<file path="src/rtl/dec2bin.sv">
// Purpose: two-digit BCD (tens, ones) to 6-bit binary via reverse double-dabble, saturating at 63.
// Latency: i_ones sampled at edge E0 -> o_valid pulse after edge E7 (7 shift cycles).
// Backpressure: none; i_tens/i_ones strobes are dropped while o_busy is high (no queueing).
module dec2bin #(
  parameter logic [3:0] BLANK_CODE = 4'd10
) (
  input  logic       i_clk,
  input  logic       i_reset_n,
  input  logic [3:0] i_dec,
  input  logic       i_tens,
  input  logic       i_ones,
  output logic [5:0] o_bin,
  output logic       o_valid,
  output logic       o_busy,
  output logic       o_ovf,
  output logic       o_err
);

  typedef enum logic {IDLE, CONV} state_t;

  state_t      state, state_nxt;
  logic [3:0]  tens_q;
  logic        err_q;
  logic [14:0] sr_q;      // {tens bcd, ones bcd, bin[6:0]}
  logic [2:0]  cnt_q;

  logic [3:0]  dig_val;
  logic        dig_bad;
  logic [14:0] sr_shift;
  logic [14:0] sr_adj;
  logic        capture_tens;
  logic        start;
  logic        last;

  // Sanitise the incoming digit: blank and invalid codes both load as zero.
  always_comb begin
    dig_bad = (i_dec > 4'd9) && (i_dec != BLANK_CODE);
    dig_val = (dig_bad || (i_dec == BLANK_CODE)) ? 4'd0 : i_dec;
  end

  // One reverse double-dabble step: shift right, then pull each BCD nibble >= 8 back by 3.
  always_comb begin
    sr_shift = {1'b0, sr_q[14:1]};
    sr_adj   = sr_shift;
    if (sr_shift[14:11] >= 4'd8) sr_adj[14:11] = sr_shift[14:11] - 4'd3;
    if (sr_shift[10:7]  >= 4'd8) sr_adj[10:7]  = sr_shift[10:7]  - 4'd3;
  end

  // Strobe qualification; tens wins over ones when both arrive together.
  always_comb begin
    capture_tens = (state == IDLE) && i_tens;
    start        = (state == IDLE) && i_ones && !i_tens;
    last         = (state == CONV) && (cnt_q == 3'd6);
  end

  // State register.
  always_ff @(posedge i_clk or negedge i_reset_n) begin
    if (!i_reset_n) state <= IDLE;
    else            state <= state_nxt;
  end

  // Next-state: leave IDLE on a ones strobe, return after the seventh shift.
  always_comb begin
    state_nxt = state;
    case (state)
      IDLE:    if (start) state_nxt = CONV;
      CONV:    if (last)  state_nxt = IDLE;
      default: state_nxt = IDLE;
    endcase
  end

  // Digit capture, shifting datapath and registered result/status outputs.
  always_ff @(posedge i_clk or negedge i_reset_n) begin
    if (!i_reset_n) begin
      tens_q  <= 4'd0;
      err_q   <= 1'b0;
      sr_q    <= 15'd0;
      cnt_q   <= 3'd0;
      o_bin   <= 6'd0;
      o_valid <= 1'b0;
      o_busy  <= 1'b0;
      o_ovf   <= 1'b0;
      o_err   <= 1'b0;
    end else begin
      o_valid <= 1'b0;
      if (capture_tens) begin
        tens_q <= dig_val;
        err_q  <= err_q | dig_bad;
      end else if (start) begin
        sr_q   <= {tens_q, dig_val, 7'd0};
        err_q  <= err_q | dig_bad;
        cnt_q  <= 3'd0;
        o_busy <= 1'b1;
      end else if (state == CONV) begin
        sr_q  <= sr_adj;
        cnt_q <= cnt_q + 3'd1;
        if (last) begin
          o_busy  <= 1'b0;
          o_valid <= 1'b1;
          cnt_q   <= 3'd0;
          tens_q  <= 4'd0;
          err_q   <= 1'b0;
          // An invalid digit outranks saturation.
          if (err_q) begin
            o_bin <= 6'd0;
            o_err <= 1'b1;
            o_ovf <= 1'b0;
          end else if (sr_adj[6]) begin
            o_bin <= 6'd63;
            o_err <= 1'b0;
            o_ovf <= 1'b1;
          end else begin
            o_bin <= sr_adj[5:0];
            o_err <= 1'b0;
            o_ovf <= 1'b0;
          end
        end
      end
    end
  end

endmodule

</file>
<file path="config.mk">
export PLATFORM = sky130hd
export DESIGN_NAME = dec2bin
export DESIGN_NICKNAME = d
export VERILOG_FILES = /design/src/rtl/dec2bin.sv
export SDC_FILE = /design/constraint.sdc
export NUM_CORES = 1
export LEC_CHECK = 0
export ABC_AREA = 1
export BUFFER_PORTS_ARGS = -buffer_cell sky130_fd_sc_hd__buf_2
export CAP_MARGIN = 20
export CORE_UTILIZATION = 51
export CTS_CLUSTER_DIAMETER = 30
export CTS_CLUSTER_SIZE = 14
export DETAILED_ROUTE_END_ITERATION = 7
export HOLD_SLACK_MARGIN = 0.1
export PLACE_DENSITY_LB_ADDON = 0.15
export SLEW_MARGIN = 5
export SYNTH_ARGS = -nofsm -noshare
export SYNTH_HDL_FRONTEND = slang
export SYNTH_SLANG_ARGS = --single-unit
</file>
<file path="constraint.sdc">
create_clock -name i_clk -period 2.84 [get_ports i_clk]
set_input_delay 0.142 -clock i_clk [delete_from_list [all_inputs] [get_ports i_clk]]
set_output_delay 0.142 -clock i_clk [all_outputs]
set_load 0.02 [all_outputs]
</file>
==> metrics.csv, run 1 <==
stage,metric,value,unit
synth,synth.largest_area_cell,dfrtp_1,
global_route,grt_pass1_vias,1124,
route,ant_nets,0,
power,power.switching,0.736,mW
cts,worstSkewPairLatency,0.33,ns
power,power_frac_comb,0.386,
final_layout,instances_no_fill,215,
final_layout,fillers,238,
final_layout,syn2layout_area_growth,11.5,%
worst_setup_path,crit_type,flip-flop to flip-flop,
global_route,overflow,0,
power,power_frac_clock,0.141,
power,peakVddDrop,0.000670,V
final_layout,multi_input_area,576,um^2
synth,synth_top_cell_area_share,0.544,
final_layout,final_nets,195,
worst_setup_path,rrSetupSlack,1.50,ns
final_layout,drive_gt1_frac,0.196,
synth,syn-cell-area,1520,um^2
synth,ys_warn_count,0,
synth,synth_cell_types,23,
timing,max_freq,744,MHz
synth,syn_avg_cell_area,9.61,um^2
route,first_pass_iters,4,
floorplanning,coreArea,2780,um^2
power,pwr-share-seq,0.473,
synth,ys_seq_elements,33,
synth,synth_fp_nets,170,
worst_setup_path,crit_chain,inv_6 -> nand2_2 -> inv_2 -> nand2_1 -> nand3_1,
synth,synth-main-ff-cell,dfrtp_1,
placement,dpl.hpwl,2050,um
cts,htree_num_levels,2,
route,drt_iter0_markers,60,
final_layout,seq_area,826,um^2
run_status,status,completed,
worst_setup_path,crit_family,flip-flops,
final_layout,antenna-diode-count,0,
timing,finalSetupTns,0,ns
placement,placedCellCount,204,
synth,synth-async-reset-ratio,1.00,
timing,setup_viol,0,
global_route,antenna_found_initial,0,
worst_setup_path,worstPathArrival,1.56,ns
cts,cts-root-buf,clkbuf_4,
floorplanning,rows,19,
worst_setup_path,max_stage_delay,0.63,ns
global_route,grt_pass1_wl,5130,um
worst_setup_path,crit_slowest_cell,dfrtp_1,
run,maxCapViolations,0,
placement,portBuffers,17,
hold_path,hold_path_class,primary input to flip-flop,
cts,clk_pin_slew_worst_paths,0.10,ns
timing,fin_crit,1.34,ns
worst_setup_path,endpoint_kind,flip-flop,
timing,tightest_slew,0.714,ns
floorplanning,ios,18,
worst_setup_path,crit_buf_inv,2,
timing,report.final.slew_viol_count,0,
synth,synth_commonest_cells,"43 x nand2_1, 33 x dfrtp_1, 17 x inv_1",
cts,clockBufferDepth,2,
placement,routabilityCongestion,0.837,
route,vias_per_cell,5.37,
floorplanning,die-height,56.6,um
cts,cts_tree,built,
floorplanning,die_area,3200,um^2
global_route,grt_max_degree,34,
floorplanning,initial_core_util,0.546,
worst_setup_path,startpoint_type,flip-flop,
synth,synth_area_leaders,"dfrtp_1 54%, nand2_1 11%, inv_1 4.2%",
worst_setup_path,required,3.06,ns
timing,rsz0062_at_grt,no,
worst_setup_path,worstPathMaxFanout,12,
synth,synth-edff-count,0,
power,switching_share,0.417,
synth,synth_cells,158,
route,wire_per_inst,13.5,um
cts,clock_sinks,33,
global_route,grt_use_total,0.214,
timing,finalHoldViolCount,0,
power,p_leak,0.834,nW
power,internal-power,1.03,mW
power,power_density,1040,nW/um^2
route,routed_wl,2900,um
timing,fin_crit_sh,0.473,
synth,synth_most_common_cell,nand2_1,
route,drcViolationCount,0,
route,num_vias,1154,
timing,skew,0.00490,ns
floorplanning,die_w,56.6,um
cts,cts_buffers,5,
synth,seq_area_frac_synth,0.544,
timing,relSlewSlack,0.524,
cts,cts_setup_buffers,0,
-- state kept, by name (all words and copies together) (netlist names) --
signal,cells
sr_q,14
o_bin,6
tens_q,4
cnt_q,3
err_q,1
o_busy,1
o_err,1
o_ovf,1
o_valid,1
state,1
-- repair_timing --
action / in CTS / in global routing
gates resized for setup: 0 / 0
hold buffers: 3 / 0
hold endpoints to repair: 36 / 0
-- cell families (layout without fill, tap and decap cells) --
group,Yosys count,after routing,synth area share
AOI/OAI and AO/OA,30,30,0.124
buffers and inverters,22,48,0.0767
DFF,33,33,0.544
and+or+nand+nor,68,68,0.217
xor gates and xnor gates,1,1,0.00577
adders and majority gates,4,4,0.0330
-- routing by layer --
metal / vias to the layer above / global-route usage / part of all wire
met3: 8 / 0.0645 / 0.053
met2: 37 / 0.303 / 0.45
li1: 569 / - / -
met1: 540 / 0.300 / 0.47
met4: 0 / 0.0976 / 0.023
met5: - / 0 / 0
-- area by class of cell --
cell class              instances  share of cell area
repair buffers                 20              0.0680
inverters                      20              0.0503
flip-flops and latches         33               0.488
clock inverters                 2             0.00592
clock buffers                   6              0.0244
multi-input cells             103               0.340
well taps                      31              0.0229
-- worst paths after layout --
| path | from | end | depth (start not counted) |
|---|---|---|---|
| worst max-delay path | state$_DFF_PN0_ | sr_q[7]$_DFFE_PN0P_ | 5 |
| worst min-delay path | i_ones | o_busy$_DFFE_PN0P_ | 3 |
| worst max register to register | state$_DFF_PN0_ | sr_q[7]$_DFFE_PN0P_ | 5 |
| worst min register to register | o_busy$_DFFE_PN0P_ | o_busy$_DFFE_PN0P_ | 2 |
| max in group asynchronous | i_reset_n | sr_q[14]$_DFFE_PN0P_ | 2 |
| min in group asynchronous | i_reset_n | o_err$_DFFE_PN0P_ | 2 |
-- metrics by stage --
stage	power [mW]	util	hold slack (ns)	instance area (um^2)	worst slack, ns
final	1.76	0.608	0.124	1690	1.50
after global routing	1.91	0.608	0.108	1690	1.42
after CTS	1.79	0.608	0.109	1690	1.51
after detailed placement	1.52	0.579	0.236	1610	1.51
after global placement	1.49	0.579	0.226	1610	1.56
after floorplan	1.36	-	-0.154	1520	1.70
-- layout by cell type (no fill, tap or decap) --
cell type      count
a21oi_1            3
clkbuf_1           1
o211ai_1           2
ha_1               4
inv_6              1
a2bb2oi_1          6
nor2_1             6
dfrtp_1           33
nand3_1           11
o21ai_1            3
inv_1             17
nand3_2            2
a21oi_2            1
nand2_2            2
clkbuf_4           5
xnor2_1            1
nand2_1           43
nor2_4             2
buf_2             17
o22ai_1            5
inv_2              1
o21ai_0           10
clkinv_2           2
clkinv_4           1
dlygate4sd3_1      3
nand3_4            2
-- worst reg2reg max path, cell delays in order, from the launching register on --
cell and delay, ns:
dfrtp_1 0.63, inv_6 0.11, nand2_2 0.20, inv_2 0.12, nand2_1 0.08, nand3_1 0.09
-- power by group through the flow --
stage          Clock [mW]  Sequential, mW  Combinational (mW)
3_3_place_gp            0           0.834               0.658
5_1_grt             0.283           0.862               0.768
6_report            0.249           0.834               0.682
2_1_floorplan           0           0.875               0.483
4_1_cts             0.261           0.834               0.690
3_5_place_dp            0           0.837               0.685
Power figures use the tool's default switching activity.
==> run 2, diff against run 1 <==
Clock period 2.84 ns to 1.4 ns, I/O delays scaled along.
==> metrics.csv, run 2 (synthesis results as in run 1) <==
stage,metric,value,unit
worst_setup_path,startpoint_type,flip-flop,
cts,worstSkewPairLatency,0.33,ns
power,peakVddDrop,0.00147,V
timing,setup_viol,0,
final_layout,layout.cells.most_common_list,"43 x nand2_1, 33 x dfrtp_1, 17 x inv_1, 17 x buf_2, 11 x nand3_1",
timing,rsz0062_at_grt,no,
route,num_vias,1148,
floorplanning,die_w,56.6,um
worst_setup_path,crit_type,flip-flop to flip-flop,
cts,clock_sinks,33,
placement,place_ws,0.139,ns
floorplanning,initial_core_util,0.546,
route,ant_nets,0,
final_layout,regMostFlops,sr_q,
placement,portBuffers,17,
worst_setup_path,endpoint_kind,flip-flop,
timing,max_freq,786,MHz
global_route,grt_pass1_vias,1092,
final_layout,instances_no_fill,220,
timing,relSlewSlack,0.532,
route,vias_per_cell,5.22,
cts,cts_buffers,5,
global_route,grt_max_degree,34,
final_layout,final_area,1740,um^2
timing,finalSetupTns,0,ns
timing,fin_crit_sh,0.909,
worst_setup_path,worstPathArrival,1.49,ns
power,p_leak,0.855,nW
route,drcViolationCount,0,
cts,cts_tree,built,
global_route,grt_pass1_wl,4770,um
final_layout,drive_gt1_frac,0.196,
cts,htree_num_levels,2,
floorplanning,die-height,56.6,um
timing,report.final.slew_viol_count,0,
final_layout,syn2layout_area_growth,14.6,%
hold_path,hold_path_class,primary input to async pin,
run,maxCapViolations,0,
global_route,antenna_found_initial,0,
final_layout,final_common_cell,nand2_1,
global_route,overflow,0,
timing,whs,0.312,ns
cts,clockBufferDepth,2,
timing,skew,0.00959,ns
route,first_pass_iters,4,
route,wire_per_inst,12.5,um
route,routed_wl,2750,um
placement,routabilityCongestion,0.836,
final_layout,final_nets,200,
worst_setup_path,required,1.61,ns
final_layout,largest_reg_flops,14,
final_layout,reg_top3,"sr_q: 14 flops, o_bin: 6 flops, tens_q: 4 flops",
final_layout,postLayoutCoreUtil,0.625,
placement,dpl.hpwl,1960,um
worst_setup_path,worstPathMaxFanout,10,
floorplanning,rows,19,
timing,fin_crit,1.27,ns
timing,finalHoldViolCount,0,
cts,clk_pin_slew_worst_paths,0.10,ns
floorplanning,die_area,3200,um^2
power,power_density,2060,nW/um^2
timing,tightest_slew,0.701,ns
run_status,status,completed,
cts,cts_resized,0,
timing,setup_ws,0.127,ns
cts,cts-root-buf,clkbuf_4,
power,power,3.59,mW
floorplanning,ios,18,
floorplanning,coreArea,2780,um^2
final_layout,antenna-diode-count,0,
placement,dpl_cell_area,1620,um^2
placement,placedCellCount,205,
global_route,grt_use_total,0.200,
route,drt_iter0_markers,47,
[run 2: cell count changes in the layout (fill, tap and decap cells not counted)]
cell           delta
dlygate4sd3_1     +4
buf_4             +1
[run 2: what timing repair did]
action                                 CTS  global route
buffers inserted                         0             0
endpoints found under the hold margin   41             0
hold buffers                             7             0
[run 2: cell type report]
cell class,instances,area [um^2]
clock buffers,6,41.3
multi-input cells,103,576
well taps,31,38.8
inverters,20,85.1
fillers,243,1040
repair buffers,25,163
clock inverters,2,10.0
flip-flops and latches,33,826
[run 2: final timing paths]
path	start	to	slack, ns	cells past startpoint
max	cnt_q[0]$_DFFE_PN0P_	o_bin[0]$_DFFE_PN0P_	0.13	5
min	i_reset_n	tens_q[0]$_DFFE_PN0P_	0.31	2
max reg2reg	cnt_q[0]$_DFFE_PN0P_	o_bin[0]$_DFFE_PN0P_	0.13	5
min reg2reg	sr_q[14]$_DFFE_PN0P_	sr_q[14]$_DFFE_PN0P_	0.48	2
max in group asynchronous	i_reset_n	tens_q[1]$_DFFE_PN0P_	0.64	2
min in group i_clk	sr_q[14]$_DFFE_PN0P_	sr_q[14]$_DFFE_PN0P_	0.48	2
[run 2: power by group]
part | switching, mW | internal (mW) | leakage [nW]
Clock | 0.310 | 0.191 | 0.0320
Combinational | 0.877 | 0.553 | 0.409
Sequential | 0.288 | 1.37 | 0.413
[run 2: worst max-delay path, cell delays in order, from the launching register on]
cell	delay [ns]
dfrtp_1	0.42
inv_1	0.07
ha_1	0.20
nand3_4	0.17
nor2_4	0.21
a2bb2oi_1	0.10
[run 2: per-layer routing]
metal | vias up | wire length, um | track usage
met5 | - | 0 | 0
met4 | 0 | 67 | 0.0767
met3 | 9 | 107 | 0.0714
met2 | 26 | 1340 | 0.319
met1 | 540 | 1230 | 0.247
li1 | 573 | - | -
